`config.mk`:
```
export PLATFORM = sky130hd
export DESIGN_NAME = imm_gen_pipe_flat
export DESIGN_NICKNAME = d
export VERILOG_FILES = /design/src/rtl/imm_gen_pipe_if.sv /design/src/rtl/imm_gen_pipe.sv /design/src/flat_wrapper.sv
export SDC_FILE = /design/constraint.sdc
export NUM_CORES = 1
export LEC_CHECK = 0
export BUFFER_PORTS_ARGS = -buffer_cell sky130_fd_sc_hd__buf_2
export CORE_MARGIN = 4
export CORE_UTILIZATION = 59
export CTS_BUF_LIST = sky130_fd_sc_hd__clkbuf_4 sky130_fd_sc_hd__clkbuf_8
export CTS_CLUSTER_SIZE = 20
export DETAILED_ROUTE_END_ITERATION = 10
export PLACE_DENSITY_LB_ADDON = 0.25
export SLEW_MARGIN = 20
export SYNTH_ARGS = -nofsm -noshare
export SYNTH_HDL_FRONTEND = slang
export SYNTH_SLANG_ARGS = --single-unit
```
`constraint.sdc`:
```
create_clock -name clk -period 5.4 [get_ports clk]
set_input_delay 0.81 -clock clk [delete_from_list [all_inputs] [get_ports clk]]
set_output_delay 0.81 -clock clk [all_outputs]
set_load 0.01 [all_outputs]
```
`src/rtl/imm_gen_pipe_if.sv`:
```
// Handshake bundle between the decode stage, the immediate generator and
// the execute stage. The slave side is the immediate generator itself.
interface imm_gen_pipe_if #(
    parameter int XLEN  = 32,
    parameter int TAG_W = 5
);
    logic              in_valid;
    logic              in_ready;
    logic [24:0]       in_imm;
    logic [2:0]        in_src;
    logic [TAG_W-1:0]  in_tag;
    logic              out_valid;
    logic              out_ready;
    logic [XLEN-1:0]   out_imm;
    logic [TAG_W-1:0]  out_tag;
    logic              out_err;

    modport master (
        output in_valid, in_imm, in_src, in_tag, out_ready,
        input  in_ready, out_valid, out_imm, out_tag, out_err
    );

    modport slave (
        input  in_valid, in_imm, in_src, in_tag, out_ready,
        output in_ready, out_valid, out_imm, out_tag, out_err
    );
endinterface

```
`src/rtl/imm_gen_pipe.sv`:
```
// Pipelined immediate generator: decodes the RV immediate formats (plus the
// CSR zero-extended uimm) from instruction bits [31:7] and queues the
// XLEN-wide result, with its tag and an illegal-select flag, in a small
// DEPTH-entry FIFO between decode and execute.
module imm_gen_pipe #(
    parameter int XLEN  = 32,
    parameter int DEPTH = 2,
    parameter int TAG_W = 5
) (
    input  logic                   clk,
    input  logic                   rst,
    imm_gen_pipe_if.slave          bus,
    output logic                   illegal_seen,
    output logic [$clog2(DEPTH):0] occupancy
);

    // A single-entry buffer still needs a one-bit pointer to index the array.
    localparam int PTR_W = (DEPTH > 1) ? $clog2(DEPTH) : 1;
    localparam int CNT_W = $clog2(DEPTH) + 1;

    logic [31:7]      instr;
    logic [31:0]      imm32;
    logic [XLEN-1:0]  imm_ext;
    logic             err_in;

    logic [XLEN-1:0]  mem_imm [DEPTH];
    logic [TAG_W-1:0] mem_tag [DEPTH];
    logic             mem_err [DEPTH];

    logic [PTR_W-1:0] wr_ptr;
    logic [PTR_W-1:0] rd_ptr;
    logic [CNT_W-1:0] count;

    logic [XLEN-1:0]  last_imm;
    logic [TAG_W-1:0] last_tag;
    logic             last_err;

    logic             push;
    logic             pop;

    // Pointers wrap explicitly so non-trivial DEPTH=1 sizing still works.
    function automatic logic [PTR_W-1:0] next_ptr(input logic [PTR_W-1:0] p);
        return (p == PTR_W'(DEPTH - 1)) ? '0 : p + 1'b1;
    endfunction

    assign instr = bus.in_imm;
    assign push  = bus.in_valid && bus.in_ready;
    assign pop   = bus.out_valid && bus.out_ready;

    // Decode the selected format into a 32-bit signed value, then widen it.
    always_comb begin
        imm32  = '0;
        err_in = 1'b0;
        case (bus.in_src)
            3'd0: imm32 = {{20{instr[31]}}, instr[31:20]};
            3'd1: imm32 = {{20{instr[31]}}, instr[31:25], instr[11:7]};
            3'd2: imm32 = {{19{instr[31]}}, instr[31], instr[7], instr[30:25],
                           instr[11:8], 1'b0};
            3'd3: imm32 = {instr[31:12], 12'b0};
            3'd4: imm32 = {{11{instr[31]}}, instr[31], instr[19:12], instr[20],
                           instr[30:21], 1'b0};
            3'd5: imm32 = {27'b0, instr[19:15]};
            default: err_in = 1'b1;
        endcase
        imm_ext = XLEN'($signed(imm32));
    end

    // Buffer storage; only written on an accepted push, never reset.
    always_ff @(posedge clk) begin
        if (push && !rst) begin
            mem_imm[wr_ptr] <= imm_ext;
            mem_tag[wr_ptr] <= bus.in_tag;
            mem_err[wr_ptr] <= err_in;
        end
    end

    // Pointer, occupancy, sticky flag and last-popped head bookkeeping.
    always_ff @(posedge clk) begin
        if (rst) begin
            wr_ptr       <= '0;
            rd_ptr       <= '0;
            count        <= '0;
            illegal_seen <= 1'b0;
            last_imm     <= '0;
            last_tag     <= '0;
            last_err     <= 1'b0;
        end else begin
            if (push) begin
                wr_ptr <= next_ptr(wr_ptr);
                if (err_in) begin
                    illegal_seen <= 1'b1;
                end
            end
            if (pop) begin
                rd_ptr   <= next_ptr(rd_ptr);
                last_imm <= mem_imm[rd_ptr];
                last_tag <= mem_tag[rd_ptr];
                last_err <= mem_err[rd_ptr];
            end
            case ({push, pop})
                2'b10:   count <= count + 1'b1;
                2'b01:   count <= count - 1'b1;
                default: count <= count;
            endcase
        end
    end

    // Head presentation; an empty buffer keeps showing the last popped entry.
    always_comb begin
        bus.out_valid = (count != '0);
        bus.in_ready  = (count < CNT_W'(DEPTH));
        bus.out_imm   = bus.out_valid ? mem_imm[rd_ptr] : last_imm;
        bus.out_tag   = bus.out_valid ? mem_tag[rd_ptr] : last_tag;
        bus.out_err   = bus.out_valid ? mem_err[rd_ptr] : last_err;
        occupancy     = count;
    end

endmodule

```
`src/flat_wrapper.sv`:
```
// flat-port wrapper written by rule: the top's interface ports become plain ports
module imm_gen_pipe_flat 
#(
    parameter int XLEN  = 32,
    parameter int DEPTH = 2,
    parameter int TAG_W = 5
)
  (clk, rst, illegal_seen, occupancy, bus_in_valid, bus_in_imm, bus_in_src, bus_in_tag, bus_out_ready, bus_in_ready, bus_out_valid, bus_out_imm, bus_out_tag, bus_out_err);
  imm_gen_pipe_if #(.XLEN(XLEN), .TAG_W(TAG_W)) bus_i ();
  input  logic clk;
  input  logic rst;
  output logic illegal_seen;
  output logic [$clog2(DEPTH):0] occupancy;
  input wire logic [$bits(bus_i.in_valid)-1:0] bus_in_valid;
  input wire logic [$bits(bus_i.in_imm)-1:0] bus_in_imm;
  input wire logic [$bits(bus_i.in_src)-1:0] bus_in_src;
  input wire logic [$bits(bus_i.in_tag)-1:0] bus_in_tag;
  input wire logic [$bits(bus_i.out_ready)-1:0] bus_out_ready;
  output wire logic [$bits(bus_i.in_ready)-1:0] bus_in_ready;
  output wire logic [$bits(bus_i.out_valid)-1:0] bus_out_valid;
  output wire logic [$bits(bus_i.out_imm)-1:0] bus_out_imm;
  output wire logic [$bits(bus_i.out_tag)-1:0] bus_out_tag;
  output wire logic [$bits(bus_i.out_err)-1:0] bus_out_err;
  assign bus_i.in_valid = bus_in_valid;
  assign bus_i.in_imm = bus_in_imm;
  assign bus_i.in_src = bus_in_src;
  assign bus_i.in_tag = bus_in_tag;
  assign bus_i.out_ready = bus_out_ready;
  assign bus_in_ready = bus_i.in_ready;
  assign bus_out_valid = bus_i.out_valid;
  assign bus_out_imm = bus_i.out_imm;
  assign bus_out_tag = bus_i.out_tag;
  assign bus_out_err = bus_i.out_err;
  imm_gen_pipe #(.XLEN(XLEN), .DEPTH(DEPTH), .TAG_W(TAG_W)) u_core (.clk(clk), .rst(rst), .bus(bus_i), .illegal_seen(illegal_seen), .occupancy(occupancy));
endmodule
```
==> results of run 1 <==
==> state kept, by name, indices dropped and copies added, names as in the netlist, named ones only <==
register and cells:
u_core.mem_imm 64, u_core.last_imm 32, u_core.mem_tag 10, u_core.last_tag 5
u_core.mem_err 2, u_core.occupancy 2, u_core.illegal_seen 1, u_core.last_err 1
u_core.rd_ptr 1, u_core.wr_ptr 1
==> layer usage <==
layer | share of wire [%] | vias up | wire length [um] | global-route usage, %
met2 | 50 | 133 | 5140 | 33.3
met3 | 7.6 | 13 | 784 | 5.48
met4 | 1.4 | 0 | 148 | 7.67
met1 | 41 | 1725 | 4210 | 26.0
met5 | 0 | - | 0 | 0
li1 | - | 1765 | - | -
==> how the worst min path moves through the flow <==
stage	end	start	slack (ns)
after global placement	u_core.illegal_seen	u_core.illegal_seen	0.45
after global routing	u_core.last_imm[17]	u_core.last_imm[17]	0.53
after detailed placement	u_core.illegal_seen	u_core.illegal_seen	0.47
final	u_core.illegal_seen	u_core.illegal_seen	0.48
after floorplan	u_core.last_imm[10]	u_core.last_imm[10]	0.48
after CTS	u_core.illegal_seen	u_core.illegal_seen	0.48
==> per-stage QoR <==
step	instances	total power [uW]	util, %	hold WS, ns	worst slack (ns)
3_5_place_dp	603	2650	64.4	0.466	2.70
3_3_place_gp	603	2610	64.4	0.446	2.78
4_1_cts	635	3480	69.3	0.484	2.24
2_1_floorplan	448	2300	-	0.478	1.08
6_report	635	3440	69.3	0.479	2.27
5_1_grt	635	3670	69.3	0.531	2.17
==> cells in the mapped netlist, drive strengths merged <==
cell type | n | share of area [%]
o21a | 1 | 0.14
and2b | 4 | 0.57
buf | 30 | 4.4
o32ai | 1 | 0.17
nand2 | 5 | 0.35
dfxtp | 44 | 17
edfxtp | 76 | 43
and2 | 3 | 0.35
nor3b | 2 | 0.28
xor2 | 2 | 0.33
or2 | 1 | 0.12
a22oi | 1 | 0.14
o21ai | 7 | 0.66
a31oi | 1 | 0.12
ha | 1 | 0.24
nor2 | 87 | 6.2
and3b | 1 | 0.17
mux2 | 1 | 0.21
o22ai | 7 | 0.83
a211oi | 38 | 7.3
a21o | 11 | 1.6
xnor2 | 2 | 0.33
maj3 | 1 | 0.21
nor2b | 6 | 0.85
nand2b | 7 | 0.83
or3 | 1 | 0.12
inv | 2 | 0.14
nor3 | 1 | 0.094
clkbuf | 8 | 0.57
mux2i | 38 | 7.2
a21oi | 54 | 5.1
a311o | 4 | 0.76
==> where the power goes <==
part           switching, uW  total (uW)  internal (uW)
clock                    336         819            483
sequential               108        1260           1150
combinational            826        1360            535
total                   1270        3440           2170
==> cells by family (layout without fill, tap and decap cells) <==
family,after synthesis,after routing
AOI/OAI and AO/OA,125,125
DFF,120,120
and+or+nand+nor,118,118
buffers and inverters,40,119
muxes,39,39
xor gates and xnor gates,4,4
adders and majority gates,2,2
==> cells in the final DEF (no fill, tap or decap), types with 2 or more instances in the layout <==
cell type   instances
buf_2              79
a21o_1             11
nor2_1             87
o22ai_1             7
clkinv_2            2
inv_1               2
xor2_1              2
nor2b_1             5
clkinvlp_4          5
a211oi_2           20
dfxtp_1            43
and2b_1             4
nand2_1             5
edfxtp_1           76
a211oi_1           18
o21ai_0             7
and2_1              3
nand2b_1            7
mux2i_1            38
bufinv_16           3
xnor2_1             2
a21oi_1            54
clkbuf_8           19
buf_4               6
a311o_1             4
==> tightest hold or removal path, stage by stage, from the launching register on <==
cell and delay, ns:
dfxtp_1 0.33, a31oi_1 0.05, nor2_1 0.07
==> area by class of cell <==
| class | count | area [um2] | share of cell area [%] |
|---|---|---|---|
| inverter | 2 | 7.51 | 0.124 |
| multi-input combinational | 288 | 1870 | 31.0 |
| clock buffer | 20 | 269 | 4.45 |
| sequential | 120 | 3160 | 52.4 |
| tap | 108 | 135 | 2.24 |
| clock inverter | 12 | 150 | 2.49 |
| timing repair buffer | 85 | 440 | 7.29 |
==> run metrics, run 1 <==
Crit Path Category register to output port; syn_area_per_cell 11.8 um2; Die ar. 10600 um2; first-pass GRT wire length 16300 um; status finished, final reports clean; Reg-to-Reg End u_core.last_tag[2]; largest family of logic cells by synthesized area compound AO/OA/AOI/OAI gates; Seq/Total Area, Yosys 59.7%; max_slew headroom 41.2%; Slew @ Worst Pin 0.881 ns; fmax 320 MHz; Cells after Synth 448; Yosys reg bits 120; synth unique cells 37; Initial Utilization 60.7%; num ports 80; Worst Skew 0.0118 ns; Layout area overhead 14.1%; Worst EP required 4.59 ns; CTS tree built; Setup crit end bus_out_tag[2]; total of fill cells in the finished design 639; Die Y 103 um; DRC 0; layout cells sized above 1 27.3%; PostCTS Resize Cnt 0; post-route cell area 6040 um2; Die X 103 um; CTS max path bufs 2; Root Buffer clkbuf_8; vias in the first global route 3363; Min-Delay Path Class register to register; total clock sinks 120; Clk pin slew, worst setup/hold paths 0.07 ns; largest net degree at the start of global routing 78; Max H-tree Level 4; Crit. path cell count 4; CP delay by family, top flip-flops; Setup Total Neg Slack 0 ns; fin crit period 3.13 ns; detailed router's first-iteration violation count 197; RSZ-0062 raised after global routing false; post-synthesis compound-gate area fraction 16.8%; final setup fails 0; slowest stage delay, CP 0.82 ns; Arr. time, crit path 2.32 ns; CP bufs+invs 2; mux share of post-synthesis cell area 7.40%; Final Cycle Share 57.9%; Net Count, Synth 486; grt total ovfl 0; Synth Warn # 0; row count 34; hold depth 2; Final Max Slew Viols 0; Inserted Clock Buffers 17; clock latency on the worst-skew pair 0.41 ns; Max rail drop VDD 435 uV; R2R depth 3; vias per std cell 5.73; FF-to-FF setup slack 3.53 ns; total of max-cap violations 0; number of buffers inserted by hold repair at cts 0; All-Layer GR Usage 20.3%; HPWL Detailed 6800 um; Final Hold Fails 0; post-CTS setup buffer count 0; Total Nets Final 552; Synth Area in Adders 0.449%; Vias 3636; ant diodes 0; XOR/XNOR Fraction of Synth Area 0.662%; Crit-path slowest cell dfxtp_2; core area 8720 um2; worst-path cell chain buf_4, mux2i_1, a21oi_1, buf_2; mapped cell area 5300 um2; Routed WL 10300 um; wire length per cell 16.2 um; drt pass-1 iters 4; Worst Setup Start Kind register; post-route ant nets 0; leakage 0.00226 uW; Post-Synth Simple-Gate Area 9.90%; Placement Cell Area 5620 um2; pwr dens 570 nW/um2; Setup crit end kind output port; initial antenna violation count 0; Worst Path Max Fanout 25; Port Buffers 79; GP Congestion 0.908
Note: power is estimated with default switching activity, not from simulation.
==> run 2, diff against run 1 <==
--- a/config.mk
+++ b/config.mk
@@ -5,9 +5,10 @@
 export SDC_FILE = /design/constraint.sdc
 export NUM_CORES = 1
 export LEC_CHECK = 0
+export ABC_AREA = 1
 export BUFFER_PORTS_ARGS = -buffer_cell sky130_fd_sc_hd__buf_2
 export CORE_MARGIN = 4
-export CORE_UTILIZATION = 59
+export CORE_UTILIZATION = 53
 export CTS_BUF_LIST = sky130_fd_sc_hd__clkbuf_4 sky130_fd_sc_hd__clkbuf_8
 export CTS_CLUSTER_SIZE = 20
 export DETAILED_ROUTE_END_ITERATION = 10
==> constraint.sdc (replaced) <==
create_clock -name clk -period 2.7 [get_ports clk]
set_input_delay 0.405 -clock clk [delete_from_list [all_inputs] [get_ports clk]]
set_output_delay 0.405 -clock clk [all_outputs]
set_load 0.01 [all_outputs]
==> run 2 against run 1 <==
Sequential share of layout area shrank 3.3 points. Critical endpoint is now bus_out_imm[13]. Flip-flop and latch count is the same. Highest routed layer unchanged. Critical path type unchanged. Largest cell class unchanged. Clock skew down 0.0039 ns. Global-route usage up 0.054 points. Critical path depth is 1 higher. Cell area is 6.7% higher.
==> run metrics, run 2 <==
status finished, final reports clean; Worst Setup Start Kind register; CTS tree built; synth top area cells edfxtp_1 42%, nand2_1 19%, dfxtp_1 16%; ant diodes 0; DP Worst Slack 0.792 ns; Port Buffers 79; Yosys top cell area share 41.7%; Synth Area in Adders 0.228%; FF-to-FF setup slack 0.91 ns; row count 36; mux share of post-synthesis cell area 0%; Initial Utilization 55.3%; hold depth 1; fin crit period 2.35 ns; Total Nets Final 811; post-synthesis compound-gate area fraction 4.38%; detailed router's first-iteration violation count 361; Die ar. 12000 um2; Cells after Synth 696; core area 9910 um2; FFs w/ async S/R, synth 0%; post-CTS setup buffer count 0; Final Hold Fails 0; Synth top cells by count 277 x nand2_1, 97 x inv_1, 96 x nor2_1; biggest registers after layout u_core.mem_imm: 64 flops, u_core.last_imm: 32 flops, u_core.mem_tag: 10 flops; Routed WL 11300 um; max reg flops 64; Die Y 110 um; Max H-tree Level 4; wire length per cell 12.3 um; first-pass GRT wire length 18700 um; cell taking the most area after synthesis edfxtp_1; Inserted Clock Buffers 17; largest family of logic cells by synthesized area simple AND/OR/NAND/NOR gates; Worst Skew 0.00792 ns; Tot Pwr 6010 uW; syn_area_per_cell 7.87 um2; Synth Warn # 0; vias in the first global route 4053; max_slew headroom 51.2%; GP Congestion 0.835; R2R depth 8; total of fill cells in the finished design 812; PostCTS Resize Cnt 0; RSZ-0062 raised after global routing false; layout cells sized above 1 15.6%; vias per std cell 4.77; most common cell after layout, fill and taps aside nand2_1; Post-Synth Simple-Gate Area 28.2%; Max rail drop VDD 391 uV; Worst EP required 2.30 ns; EDFF count, synth 76; Net Count, Synth 734; Flop pwr share 39.0%; Root Buffer clkbuf_8; clock share of power 29.7%; Yosys reg bits 120; drt pass-1 iters 5; final setup fails 0; Vias 4383; grt total ovfl 0; leakage 0.00316 uW; Slew @ Worst Pin 0.731 ns; Final Max Slew Viols 0; Int Pwr 3970 uW; fmax 425 MHz; setup ws final 0.346 ns; HPWL Detailed 7760 um; CTS max path bufs 2; num ports 80; Main synth FF type edfxtp_1; Clk pin slew, worst setup/hold paths 0.07 ns; most frequent cells in the layout 277 x nand2_1, 97 x inv_1, 95 x nor2_1; post-route ant nets 0; Die X 110 um; XOR/XNOR Fraction of Synth Area 0%; Setup Total Neg Slack 0 ns; total clock sinks 120; Crit Path Category register to output port; All-Layer GR Usage 20.4%; Logic pwr share 31.3%; Layout area overhead 17.6%; most flop-heavy register u_core.mem_imm; clock latency on the worst-skew pair 0.42 ns; Seq/Total Area, Yosys 57.7%; Worst Path Max Fanout 25; total of max-cap violations 0; most frequent cell after synthesis nand2_1; Min-Delay Path Class input port to register; Psw 2040 uW; initial antenna violation count 0; switching part of the total 33.9%; synth unique cells 18; Final Cycle Share 87.2%; pwr dens 932 nW/um2; DRC 0; Setup crit end kind output port; largest net degree at the start of global routing 59; Arr. time, crit path 1.95 ns; mapped cell area 5480 um2; number of buffers inserted by hold repair at cts 0
==> run 2: critical path: stages (launching register included) <==
cell and delay [ns]:
dfxtp_1 0.38, nor2_4 0.51, buf_4 0.32, nand2_1 0.08, o21ai_0 0.08, buf_2 0.16
==> run 2: routing by layer <==
metal / vias to the layer above / GRT usage [%] / routed length, um
met5: - / 0 / 0
met4: 0 / 6.23 / 114
met3: 13 / 5.58 / 818
met2: 143 / 33.3 / 5310
met1: 1945 / 26.6 / 5020
li1: 2282 / - / -
==> run 2: kinds of logic after synthesis <==
group | count (synthesis)
compound gates | 48
buf+inv | 128
simple gates | 399
fa+ha+maj | 1
flops | 120
==> run 2: cell type report <==
type,instances,area (um2),area share (%)
clock inverter,15,208,3.22
tap,133,166,2.58
timing repair buffer,88,488,7.57
sequential,120,3160,49.1
multi-input combinational,448,1820,28.2
clock buffer,17,234,3.63
inverter,98,368,5.71
==> run 2: power groups by stage <==
| stage | Clock [uW] | Sequential, uW | Combinational [uW] |
|---|---|---|---|
| finish | 1780 | 2340 | 1880 |
| global route | 1900 | 2370 | 2140 |
| CTS | 1800 | 2340 | 1900 |
| detailed placement | 0 | 2380 | 1890 |
| global placement | 0 | 2370 | 1850 |
| floorplan | 0 | 2370 | 1260 |
==> run 2: path summary, 6_finish.rpt <==
check,startpoint,endpoint
setup reg to reg,u_core.occupancy[0],u_core.occupancy[1]
hold reg to reg,u_core.wr_ptr,u_core.wr_ptr
setup / recovery,u_core.occupancy[0],bus_out_imm[13]
hold / removal,bus_in_tag[0],u_core.mem_tag[0][0]
==> run 2: stage by stage <==
stage	area (um2)	hold slack [ns]	cells	util, %
2_1_floorplan	5480	0.435	696	-
3_3_place_gp	6000	0.449	887	60.6
3_5_place_dp	6000	0.459	887	60.6
4_1_cts	6440	0.151	919	65.0
5_1_grt	6440	0.145	919	65.0
6_report	6440	0.175	919	65.0
==> run 3, diff against run 2 <==
--- a/config.mk
+++ b/config.mk
@@ -7,6 +7,7 @@
 export LEC_CHECK = 0
 export ABC_AREA = 1
 export BUFFER_PORTS_ARGS = -buffer_cell sky130_fd_sc_hd__buf_2
+export CORE_ASPECT_RATIO = 0.5
 export CORE_MARGIN = 4
 export CORE_UTILIZATION = 53
 export CTS_BUF_LIST = sky130_fd_sc_hd__clkbuf_4 sky130_fd_sc_hd__clkbuf_8
==> run 3 against run 2 <==
Non-clock buffer count is 4 higher. Sequential power hardly changed. Global-route usage is 0.91 points higher. Flip-flop and latch count stayed put. Final cell count is 0.65% higher. Clock skew hardly changed. First-iteration DRC count is 17% lower. Register-to-register slack worse by 0.07 ns.
==> run metrics, run 3 (synthesis gave the netlist of run 2 again) <==
crit path launch u_core.occupancy[0]; Flop pwr share 39.3%; ant diodes 0; clock share of power 28.8%; Setup Total Neg Slack 0 ns; Reg-to-Reg End u_core.occupancy[1]; vias per std cell 4.83; FF-to-FF setup slack 0.84 ns; Vias 4472; post-route ant nets 0; Int Pwr 3930 uW; Final Cycle Share 92.7%; Initial Utilization 56.1%; R2R depth 8; Die Y 79.9 um; number of buffers inserted by hold repair at cts 0; post-CTS setup buffer count 0; Worst Skew 0.00759 ns; Die ar. 12100 um2; Worst Path Max Fanout 34; Root Buffer clkbuf_8; fmax 400 MHz; initial antenna violation count 0; GP Congestion 0.819; first-pass GRT wire length 19500 um; Clk pin slew, worst setup/hold paths 0.06 ns; Port Buffers 79; DP Worst Slack 0.561 ns; Setup crit end bus_out_imm[30]; Total Nets Final 815; Slew @ Worst Pin 0.792 ns; drt pass-1 iters 5; most flop-heavy register u_core.mem_imm; Worst Setup Start Kind register; Layout Utilization 65.9%; total of fill cells in the finished design 795; Max rail drop VDD 333 uV; wire length per cell 12.9 um; dpl cells 893; worst reg2reg startpoint u_core.occupancy[0]; leakage 0.00317 uW; RSZ-0062 raised after global routing false; CTS tree built; clock latency on the worst-skew pair 0.43 ns; row count 25; total of max-cap violations 0; Min-Delay Path Class input port to register; max_slew headroom 47.1%; most frequent cells in the layout 277 x nand2_1, 96 x inv_1, 95 x nor2_1; grt total ovfl 0; setup ws final 0.197 ns; Arr. time, crit path 2.10 ns; Final Hold Fails 0; All-Layer GR Usage 21.3%; Setup crit end kind output port; non-filler cells in the finished layout 925; Layout area overhead 17.3%; Logic pwr share 31.9%; Worst EP required 2.30 ns; switching part of the total 34.1%; Max H-tree Level 4; fin crit period 2.50 ns; status finished, final reports clean; biggest registers after layout u_core.mem_imm: 64 flops, u_core.last_imm: 32 flops, u_core.mem_tag: 10 flops; HPWL Detailed 7810 um; detailed router's first-iteration violation count 301; num ports 80; vias in the first global route 4170; Die X 152 um; Crit Path Category register to output port; layout cells sized above 1 16.6%; most common cell after layout, fill and taps aside nand2_1; Psw 2030 uW; Inserted Clock Buffers 17; total clock sinks 120; Routed WL 11900 um; DRC 0; final setup fails 0; largest net degree at the start of global routing 47; max reg flops 64; pwr dens 928 nW/um2; Final Max Slew Viols 0; PostCTS Resize Cnt 0; CTS max path bufs 2; core area 9760 um2
[run 3: cell types whose count changed in the layout (fill, tap and decap cells not counted), sizes merged]
cell / before / now
clkbuf: 17 / 21
clkinvlp: 2 / 0
buf: 88 / 92
clkinv: 8 / 7
bufinv: 5 / 4
[run 3: layout make-up]
class	count	area [um2]	area share, %
inverters	98	368	5.72
clock inverters	11	154	2.39
clock buffers	21	264	4.11
multi-input cells	448	1820	28.3
well taps	135	169	2.63
flip-flops and latches	120	3160	49.2
repair buffers	92	493	7.67
[run 3: worst max-delay path: stages (launching register included)]
cell and delay, ns:
dfxtp_1 0.38, nor2_4 0.65, buf_4 0.32, nand2_1 0.06, o21ai_0 0.08, buf_2 0.16
[run 3: worst min-delay path by stage]
stage                                end  cells after the start                 from  slack, ns
finish              u_core.mem_tag[1][2]                      1        bus_in_tag[2]       0.17
global route        u_core.mem_tag[1][2]                      1        bus_in_tag[2]       0.13
CTS                 u_core.mem_tag[0][1]                      1        bus_in_tag[1]       0.14
detailed placement   u_core.illegal_seen                      2  u_core.illegal_seen       0.45
global placement     u_core.illegal_seen                      2  u_core.illegal_seen       0.44
floorplan                  u_core.wr_ptr                      2        u_core.wr_ptr       0.43
[run 3: power by group through the flow]
stage	logic, uW	clock network, uW	registers, uW
final	1900	1720	2340
after global routing	2160	1840	2370
after CTS	1930	1740	2340
after detailed placement	1910	0	2380
after global placement	1880	0	2370
after floorplan	1260	0	2370
[run 3: per-layer routing]
layer	GRT usage [%]	vias to the layer above	part of all wire (%)
li1	-	2291	-
met1	26.8	2016	46
met2	34.6	154	45
met3	7.49	11	7.9
met4	6.81	0	0.99
met5	0	-	0
[run 3: stage by stage]
step	cell area, um2	hold slack, ns	total power, uW
floorplan	5480	0.435	3620
global placement	6010	0.436	4250
detailed placement	6010	0.449	4290
CTS	6430	0.141	6010
global route	6430	0.128	6370
finish	6430	0.165	5960
